==> src/rtl/mem_lsu_pkg.sv <==
// Shared types and constants for the MEM-stage load/store unit.
// The encodings here are used by the LSU top, its alignment helper and its bus interface.
package mem_lsu_pkg;

  localparam int LSU_XLEN = 32;

  // funct3 size/sign encodings for loads and stores
  localparam logic [2:0] F3_B  = 3'b000;
  localparam logic [2:0] F3_H  = 3'b001;
  localparam logic [2:0] F3_W  = 3'b010;
  localparam logic [2:0] F3_BU = 3'b100;
  localparam logic [2:0] F3_HU = 3'b101;

  localparam logic [3:0] BE_BYTE = 4'b0001;
  localparam logic [3:0] BE_HALF = 4'b0011;
  localparam logic [3:0] BE_WORD = 4'b1111;

  typedef enum logic [1:0] {
    ST_IDLE = 2'd0,
    ST_WAIT = 2'd1,
    ST_DONE = 2'd2
  } lsu_state_e;

  // Halves must sit on even bytes; words (and unknown sizes) on word boundaries.
  function automatic logic is_misaligned(input logic [2:0] f3, input logic [1:0] off);
    case (f3[1:0])
      2'b00:   return 1'b0;
      2'b01:   return off[0];
      default: return off != 2'b00;
    endcase
  endfunction

endpackage

==> src/rtl/mem_lsu_if.sv <==
// Data-memory bus: valid/ready request channel plus a separate response channel.
// The LSU is the master; the memory (or bench) is the slave.
interface mem_lsu_if #(
  parameter int XLEN = mem_lsu_pkg::LSU_XLEN
);
  logic            dmem_req_valid;
  logic            dmem_req_ready;
  logic [XLEN-1:0] dmem_addr;
  logic            dmem_we;
  logic [3:0]      dmem_be;
  logic [XLEN-1:0] dmem_wdata;
  logic            dmem_rsp_valid;
  logic [XLEN-1:0] dmem_rdata;

  modport master (
    output dmem_req_valid, dmem_addr, dmem_we, dmem_be, dmem_wdata,
    input  dmem_req_ready, dmem_rsp_valid, dmem_rdata
  );

  modport slave (
    input  dmem_req_valid, dmem_addr, dmem_we, dmem_be, dmem_wdata,
    output dmem_req_ready, dmem_rsp_valid, dmem_rdata
  );
endinterface

==> src/rtl/mem_lsu_align.sv <==
// Combinational byte-lane logic: store byte enables and replicated write data,
// load lane extraction with sign/zero extension. Misaligned offsets are rounded down.
module mem_lsu_align
  import mem_lsu_pkg::*;
(
  input  logic [2:0]  funct3_i,
  input  logic [1:0]  offset_i,
  input  logic [31:0] store_data_i,
  input  logic [31:0] rdata_i,
  output logic [3:0]  be_o,
  output logic [31:0] wdata_o,
  output logic [31:0] load_data_o
);

  logic [1:0]  off;
  logic [31:0] lane;
  logic        sext;

  always_comb begin
    // NOTE: every output gets a default before the case so no path leaves it unassigned (no latch).
    off     = offset_i;
    be_o    = BE_WORD;
    wdata_o = store_data_i;
    sext    = ~funct3_i[2];
    case (funct3_i[1:0])
      2'b00: begin
        be_o    = BE_BYTE << off;
        wdata_o = {4{store_data_i[7:0]}};
      end
      2'b01: begin
        off[0]  = 1'b0;
        be_o    = BE_HALF << off;
        wdata_o = {2{store_data_i[15:0]}};
      end
      default: off = 2'b00;
    endcase

    lane = rdata_i >> {off, 3'b000};
    case (funct3_i[1:0])
      2'b00:   load_data_o = {{24{sext & lane[7]}}, lane[7:0]};
      2'b01:   load_data_o = {{16{sext & lane[15]}}, lane[15:0]};
      default: load_data_o = lane;
    endcase
  end

endmodule

==> src/rtl/mem_lsu.sv <==
// MEM-stage load/store unit: issues one data-memory access per instruction and stalls
// the pipeline until it completes. Optional misaligned-access trap: LSU_MISALIGN_TRAP_EN.
module mem_lsu
  import mem_lsu_pkg::*;
#(
  parameter int XLEN = LSU_XLEN  // byte-lane logic is fixed at 4 lanes; only 32 is supported
) (
  input  logic            clk,
  input  logic            rstn,  // synchronous, active-high despite the name
  input  logic [XLEN-1:0] MEM_result,
  input  logic [XLEN-1:0] MEM_store_data,
  input  logic [2:0]      MEM_funct3,
  input  logic [4:0]      MEM_rd_addr,
  input  logic            MEM_rmem,
  input  logic            MEM_wmem,
  input  logic            MEM_wen_in,
  mem_lsu_if.master       dmem,
  output logic            lsu_stall,
  output logic [XLEN-1:0] MEM_mem_rdata,
  output logic            MEM_wen
`ifdef LSU_MISALIGN_TRAP_EN
  ,
  output logic            lsu_misalign,
  output logic [XLEN-1:0] lsu_badaddr
`endif
);

  lsu_state_e      state_q, state_d;
  logic [XLEN-1:0] rdata_q, rdata_d;
  logic [31:0]     load_data;
  logic            is_mem;
  logic            req_ok;
  logic            unused_rd_addr;

  // rd_addr travels to MEM/WB through the pipeline register, not through the LSU.
  assign unused_rd_addr = ^MEM_rd_addr;

  mem_lsu_align u_align (
    .funct3_i     (MEM_funct3),
    .offset_i     (MEM_result[1:0]),
    .store_data_i (MEM_store_data),
    .rdata_i      (rdata_q),
    .be_o         (dmem.dmem_be),
    .wdata_o      (dmem.dmem_wdata),
    .load_data_o  (load_data)
  );

  assign is_mem         = MEM_rmem | MEM_wmem;
  assign dmem.dmem_addr = {MEM_result[XLEN-1:2], 2'b00};
  assign dmem.dmem_we   = MEM_wmem;

`ifdef LSU_MISALIGN_TRAP_EN
  logic            misaligned;
  logic [XLEN-1:0] badaddr_q;

  assign misaligned   = is_mem & is_misaligned(MEM_funct3, MEM_result[1:0]);
  assign req_ok       = is_mem & ~misaligned;
  assign lsu_misalign = misaligned & (state_q == ST_IDLE) & ~rstn;
  assign lsu_badaddr  = lsu_misalign ? MEM_result : badaddr_q;
  assign MEM_wen      = MEM_wen_in & ~lsu_stall & ~lsu_misalign;

  always_ff @(posedge clk) begin
    if (rstn)              badaddr_q <= '0;
    else if (lsu_misalign) badaddr_q <= MEM_result;
  end
`else
  assign req_ok  = is_mem;
  assign MEM_wen = MEM_wen_in & ~lsu_stall;
`endif

  always_comb begin
    state_d             = state_q;
    rdata_d             = rdata_q;
    dmem.dmem_req_valid = 1'b0;
    lsu_stall           = 1'b0;
    MEM_mem_rdata       = '0;
    case (state_q)
      ST_IDLE: begin
        // Responses seen here (late, or in the acceptance cycle) are deliberately dropped.
        if (req_ok) begin
          dmem.dmem_req_valid = 1'b1;
          lsu_stall           = 1'b1;
          if (dmem.dmem_req_ready) state_d = ST_WAIT;
        end
      end
      ST_WAIT: begin
        lsu_stall = 1'b1;
        if (dmem.dmem_rsp_valid) begin
          rdata_d = dmem.dmem_rdata;
          state_d = ST_DONE;
        end
      end
      ST_DONE: begin
        // Stall drops for exactly this cycle so the pipeline moves past the instruction once.
        MEM_mem_rdata = load_data;
        state_d       = ST_IDLE;
      end
      default: state_d = ST_IDLE;
    endcase
    if (rstn) begin
      dmem.dmem_req_valid = 1'b0;
      lsu_stall           = 1'b0;
      MEM_mem_rdata       = '0;
    end
  end

  always_ff @(posedge clk) begin
    // NOTE: state registers use non-blocking assignments so every flop samples pre-edge values.
    if (rstn) begin
      state_q <= ST_IDLE;
      rdata_q <= '0;
    end else begin
      state_q <= state_d;
      rdata_q <= rdata_d;
    end
  end

endmodule

==> src/flat_wrapper.sv <==
// flat-port wrapper written by rule: the top's interface ports become plain ports
module mem_lsu_flat import mem_lsu_pkg::*;
#(
  parameter int XLEN = LSU_XLEN                                                              
)
  (clk, rstn, MEM_result, MEM_store_data, MEM_funct3, MEM_rd_addr, MEM_rmem, MEM_wmem, MEM_wen_in, lsu_stall, MEM_mem_rdata, MEM_wen, dmem_dmem_req_valid, dmem_dmem_addr, dmem_dmem_we, dmem_dmem_be, dmem_dmem_wdata, dmem_dmem_req_ready, dmem_dmem_rsp_valid, dmem_dmem_rdata);
  mem_lsu_if #(.XLEN(XLEN)) dmem_i ();
  input  logic clk;
  input  logic rstn;
  input  logic [XLEN-1:0] MEM_result;
  input  logic [XLEN-1:0] MEM_store_data;
  input  logic [2:0] MEM_funct3;
  input  logic [4:0] MEM_rd_addr;
  input  logic MEM_rmem;
  input  logic MEM_wmem;
  input  logic MEM_wen_in;
  output logic lsu_stall;
  output logic [XLEN-1:0] MEM_mem_rdata;
  output logic MEM_wen;
  output wire logic [$bits(dmem_i.dmem_req_valid)-1:0] dmem_dmem_req_valid;
  output wire logic [$bits(dmem_i.dmem_addr)-1:0] dmem_dmem_addr;
  output wire logic [$bits(dmem_i.dmem_we)-1:0] dmem_dmem_we;
  output wire logic [$bits(dmem_i.dmem_be)-1:0] dmem_dmem_be;
  output wire logic [$bits(dmem_i.dmem_wdata)-1:0] dmem_dmem_wdata;
  input wire logic [$bits(dmem_i.dmem_req_ready)-1:0] dmem_dmem_req_ready;
  input wire logic [$bits(dmem_i.dmem_rsp_valid)-1:0] dmem_dmem_rsp_valid;
  input wire logic [$bits(dmem_i.dmem_rdata)-1:0] dmem_dmem_rdata;
  assign dmem_dmem_req_valid = dmem_i.dmem_req_valid;
  assign dmem_dmem_addr = dmem_i.dmem_addr;
  assign dmem_dmem_we = dmem_i.dmem_we;
  assign dmem_dmem_be = dmem_i.dmem_be;
  assign dmem_dmem_wdata = dmem_i.dmem_wdata;
  assign dmem_i.dmem_req_ready = dmem_dmem_req_ready;
  assign dmem_i.dmem_rsp_valid = dmem_dmem_rsp_valid;
  assign dmem_i.dmem_rdata = dmem_dmem_rdata;
  mem_lsu #(.XLEN(XLEN)) u_core (.clk(clk), .rstn(rstn), .MEM_result(MEM_result), .MEM_store_data(MEM_store_data), .MEM_funct3(MEM_funct3), .MEM_rd_addr(MEM_rd_addr), .MEM_rmem(MEM_rmem), .MEM_wmem(MEM_wmem), .MEM_wen_in(MEM_wen_in), .dmem(dmem_i), .lsu_stall(lsu_stall), .MEM_mem_rdata(MEM_mem_rdata), .MEM_wen(MEM_wen));
endmodule
==> config.mk <==
export PLATFORM = sky130hd
export DESIGN_NAME = mem_lsu_flat
export DESIGN_NICKNAME = d
export VERILOG_FILES = /design/src/rtl/mem_lsu_pkg.sv /design/src/rtl/mem_lsu_if.sv /design/src/rtl/mem_lsu_align.sv /design/src/rtl/mem_lsu.sv /design/src/flat_wrapper.sv
export SDC_FILE = /design/constraint.sdc
export NUM_CORES = 1
export LEC_CHECK = 0
export CAP_MARGIN = 20
export CORE_ASPECT_RATIO = 1.4
export CORE_MARGIN = 3
export CORE_UTILIZATION = 30
export CTS_CLUSTER_SIZE = 24
export DETAILED_ROUTE_END_ITERATION = 6
export PLACE_DENSITY = 0.87
export REMOVE_ABC_BUFFERS = 1
export SLEW_MARGIN = 10
export SYNTH_ARGS = -nofsm -noshare
export SYNTH_HDL_FRONTEND = slang
export SYNTH_SLANG_ARGS = --single-unit
==> constraint.sdc <==
create_clock -name clk -period 2.1 [get_ports clk]
set_clock_uncertainty 0.05 [all_clocks]
set_input_delay 0.42 -clock clk [delete_from_list [all_inputs] [get_ports clk]]
set_output_delay 0.42 -clock clk [all_outputs]
set_load 0.05 [all_outputs]
==> results.json, run 1 <==
{
  "cts_sinks": 34,
  "max_freq_mhz": 378,
  "ys_warn_count": 0,
  "cts_tree": "built",
  "ys_seq_elements": 34,
  "wirelength_um": 13500,
  "cp_slowest_cell": "a221o_1",
  "final_area_um2": 5690,
  "drive_above_1_share": 0.470,
  "cp_cell_sequence": "buf_8 > nor2b_4 > mux2_4 > a221o_1 > buf_4 > a21oi_4 > buf_12 > a211oi_1 > buf_4 > buf_12",
  "setup_ws_ns": -0.546,
  "p_int_uw": 1720,
  "path_delay_family": "buffers and inverters",
  "switching_share": 0.323,
  "crit_path_end_kind": "output port",
  "async_flop_share": 0,
  "htree_levels": 2,
  "globalRouteTotalUtil": 0.279,
  "timing.final.crit_share": 1.26,
  "drc": 0,
  "grt_pass1_wl_um": 20300,
  "clkTransAtPathRegs_ns": 0.05,
  "place_hpwl_um": 9030,
  "clockRootBuffer": "clkbuf_16",
  "cp_data_required_time_ns": 1.63,
  "first_global_vias": 3554,
  "core_um2": 8200,
  "p_comb_frac": 0.419,
  "grt_overflow_total": 0,
  "crit_buf_inv": 5,
  "insertedDiodeCount": 0,
  "pwr-share-clk": 0.312,
  "ys_top_cells_by_area": "dfxtp_1, nand2_1, buf_4",
  "syn_avg_cell_area_um2": 7.08,
  "synth_top_flop_cell": "dfxtp_1",
  "status": "complete, but fails checks",
  "critPathMaxStageDelay_ns": 0.38,
  "antenna_found_initial": 0,
  "min_path_type": "flip-flop to flip-flop",
  "peakVddDrop_mv": 0.435,
  "syn_inst": 360,
  "ant_nets": 0,
  "die_height_um": 115,
  "cts_inserted_buffers": 5,
  "grt_max_degree": 37,
  "fin_setup_tns_ns": -13.23,
  "synth_edf_count": 0,
  "area_delta_synth_final_pct": 123,
  "layout_min_cycle_time_ns": 2.65,
  "worstPathArrival_ns": 2.18,
  "critPathKind": "input pin to output port",
  "initial_utilization": 0.311,
  "violations": "negative setup slack",
  "slew_viol_final": 0,
  "crit_path_start_kind": "input pin",
  "cp_max_fo": 3,
  "yosysTopAreaCell": "dfxtp_1",
  "num_rows": 39,
  "max_cap_viol_count": 0,
  "place.gp.congestion": 0.935,
  "first_pass_iters": 4,
  "synth_area_um2": 2550,
  "avgViaCountPerCell": 5.27,
  "cts_buffer_depth": 2,
  "drt-wirelength-per-cell_um": 21.9,
  "cellPowerDensity_nw_per_um2": 448,
  "die_area_um2": 9650,
  "die_w_um": 83.9,
  "num_vias": 3240,
  "port_buffers": 147,
  "ys_types": 33,
  "finalSetupViolations": 32,
  "worstSkewPairLatency_ns": 0.27,
  "fin_nets": 623,
  "p_switching_uw": 823,
  "io_pins": 215,
  "yosys.area.top_type_share": 0.267,
  "hold_viol_final": 0,
  "p_leak_uw": 0.00224,
  "drt_iter0_drc": 211,
  "p_seq_frac": 0.269,
  "rsz0062_at_grt": "yes",
  "ys_seq_area_frac": 0.267,
  "postPlaceCellArea_um2": 4740
}
[flip-flops by register name (all words and copies together), names as in the netlist]
register / cells
u_core.state_q: 2
u_core.rdata_q: 32
[per-layer routing]
layer,track usage,wire length (um)
met1,0.308,5080
met2,0.475,6510
met3,0.106,1290
met4,0.120,517
met5,0.0455,51
[layout make-up]
cell class	instances	area (um^2)
Tap cell	102	128
Timing Repair Buffer	213	2850
Inverter	1	3.75
Sequential cell	34	682
Clock buffer	8	166
Fill cell	547	2510
Multi-Input combinational cell	257	1860
[cells in the final DEF, fill, tap and decap left out, types with 2 or more instances in the layout]
| cell type | synthesis | layout |
|---|---|---|
| nor3_2 | 0 | 13 |
| buf_16 | 0 | 2 |
| mux2i_4 | 0 | 2 |
| o21ai_1 | 0 | 4 |
| nor2b_4 | 0 | 3 |
| buf_6 | 0 | 17 |
| buf_8 | 0 | 7 |
| nor2b_1 | 22 | 17 |
| mux2_2 | 10 | 10 |
| mux4_2 | 2 | 2 |
| nor2_2 | 0 | 2 |
| o21ai_2 | 0 | 4 |
| nand2_2 | 0 | 16 |
| nor3_1 | 19 | 2 |
| and2_1 | 4 | 4 |
| dfxtp_1 | 34 | 33 |
| buf_12 | 0 | 66 |
| o21ai_0 | 10 | 2 |
| conb_1 | 1 | 2 |
| nor3_4 | 0 | 4 |
| mux2i_1 | 14 | 10 |
| nor2_4 | 0 | 3 |
| nand2_1 | 100 | 84 |
| a311oi_4 | 0 | 2 |
| nor2b_2 | 0 | 2 |
| mux2i_2 | 0 | 2 |
| clkdlybuf4s50_1 | 0 | 70 |
| a21oi_4 | 1 | 2 |
| a21oi_1 | 32 | 32 |
| a211oi_2 | 0 | 12 |
| clkbuf_16 | 0 | 9 |
| a211oi_4 | 0 | 3 |
| clkbuf_8 | 0 | 3 |
| buf_2 | 2 | 2 |
| nor2_1 | 8 | 3 |
| buf_4 | 42 | 44 |
[cell usage after synthesis, types with 2 or more instances]
| cell type | number |
|---|---|
| nand2_1 | 100 |
| mux2i_1 | 14 |
| and2_0 | 2 |
| nand2b_1 | 2 |
| nor2b_1 | 22 |
| buf_2 | 2 |
| mux2_2 | 10 |
| mux4_2 | 2 |
| and2_1 | 4 |
| nor3_1 | 19 |
| a21oi_1 | 32 |
| o21ai_0 | 10 |
| a211oi_1 | 16 |
| nor2_1 | 8 |
| clkbuf_1 | 22 |
| buf_1 | 3 |
| a311oi_1 | 2 |
| buf_4 | 42 |
| dfxtp_1 | 34 |
[worst reg2reg max path: cells and delay by family, from the launching register on]
kind,cells,cell delay (ns)
AO/OA/AOI/OAI,1,0.17
AND/OR/NAND/NOR,2,0.34
buffers and inverters,2,0.34
flip-flops,1,0.31
[final timing paths]
check	endpoint	start	slack [ns]	cells after the start
min reg2reg	u_core.rdata_q[6]$_SDFFE_PP0P_	u_core.rdata_q[6]$_SDFFE_PP0P_	0.40	2
min	u_core.rdata_q[6]$_SDFFE_PP0P_	u_core.rdata_q[6]$_SDFFE_PP0P_	0.40	2
max reg2reg	u_core.rdata_q[23]$_SDFFE_PP0P_	u_core.state_q[1]$_SDFFE_PP0P_	0.81	5
max	MEM_mem_rdata[9]	MEM_funct3[0]	-0.55	10
[cells by family after synthesis]
group / Yosys count / synth area share
DFF: 34 / 0.267
muxes: 27 / 0.121
and+or+nand+nor: 163 / 0.287
other: 1 / 0.00147
AOI/OAI and AO/OA: 65 / 0.157
buffers and inverters: 70 / 0.166
[power by group through the flow]
stage	clock [uW]	combinational, uW	sequential [uW]
final	796	1070	685
after global routing	839	1110	687
after CTS	814	1060	683
after detailed placement	0	918	695
after global placement	0	904	693
after floorplan	0	344	693
[repair_timing]
action | in CTS | in global routing
resized for setup | 145 | 23
setup endpoints to repair | 54 | 49
endpoints found under the hold margin | 0 | 0
pin swaps | 35 | 8
cloned | 4 | 0
setup buffers | 20 | 3
hold buffers | 0 | 0
[stage by stage]
stage / hold WS [ns] / setup WS, ns / cells / power [uW] / util
3_3_place_gp: 0.389 / -1.09 / 588 / 1600 / 0.578
6_report: 0.400 / -0.546 / 615 / 2550 / 0.694
5_1_grt: 0.437 / -0.594 / 615 / 2630 / 0.694
4_1_cts: 0.404 / -0.560 / 618 / 2560 / 0.694
2_1_floorplan: 0.376 / -1.43 / 292 / 1040 / -
3_5_place_dp: 0.396 / -1.19 / 588 / 1610 / 0.578
(Power assumes the default switching activity.)
==> inputs of run 2 (changes only) <==
--- a/config.mk
+++ b/config.mk
@@ -11,6 +11,7 @@
 export CORE_UTILIZATION = 30
 export CTS_CLUSTER_SIZE = 24
 export DETAILED_ROUTE_END_ITERATION = 6
+export GPL_ROUTABILITY_DRIVEN = 0
 export PLACE_DENSITY = 0.87
 export REMOVE_ABC_BUFFERS = 1
 export SLEW_MARGIN = 10
==> results of run 2 <==
The final DEF is identical to that of run 1; final timing and power are the same.
==> inputs of run 3 (changes only) <==
--- a/config.mk
+++ b/config.mk
@@ -14,7 +14,6 @@
 export GPL_ROUTABILITY_DRIVEN = 0
 export PLACE_DENSITY = 0.87
 export REMOVE_ABC_BUFFERS = 1
-export SLEW_MARGIN = 10
 export SYNTH_ARGS = -nofsm -noshare
 export SYNTH_HDL_FRONTEND = slang
 export SYNTH_SLANG_ARGS = --single-unit
==> results of run 3 <==
The final DEF is identical to that of run 1; final timing and power are the same.
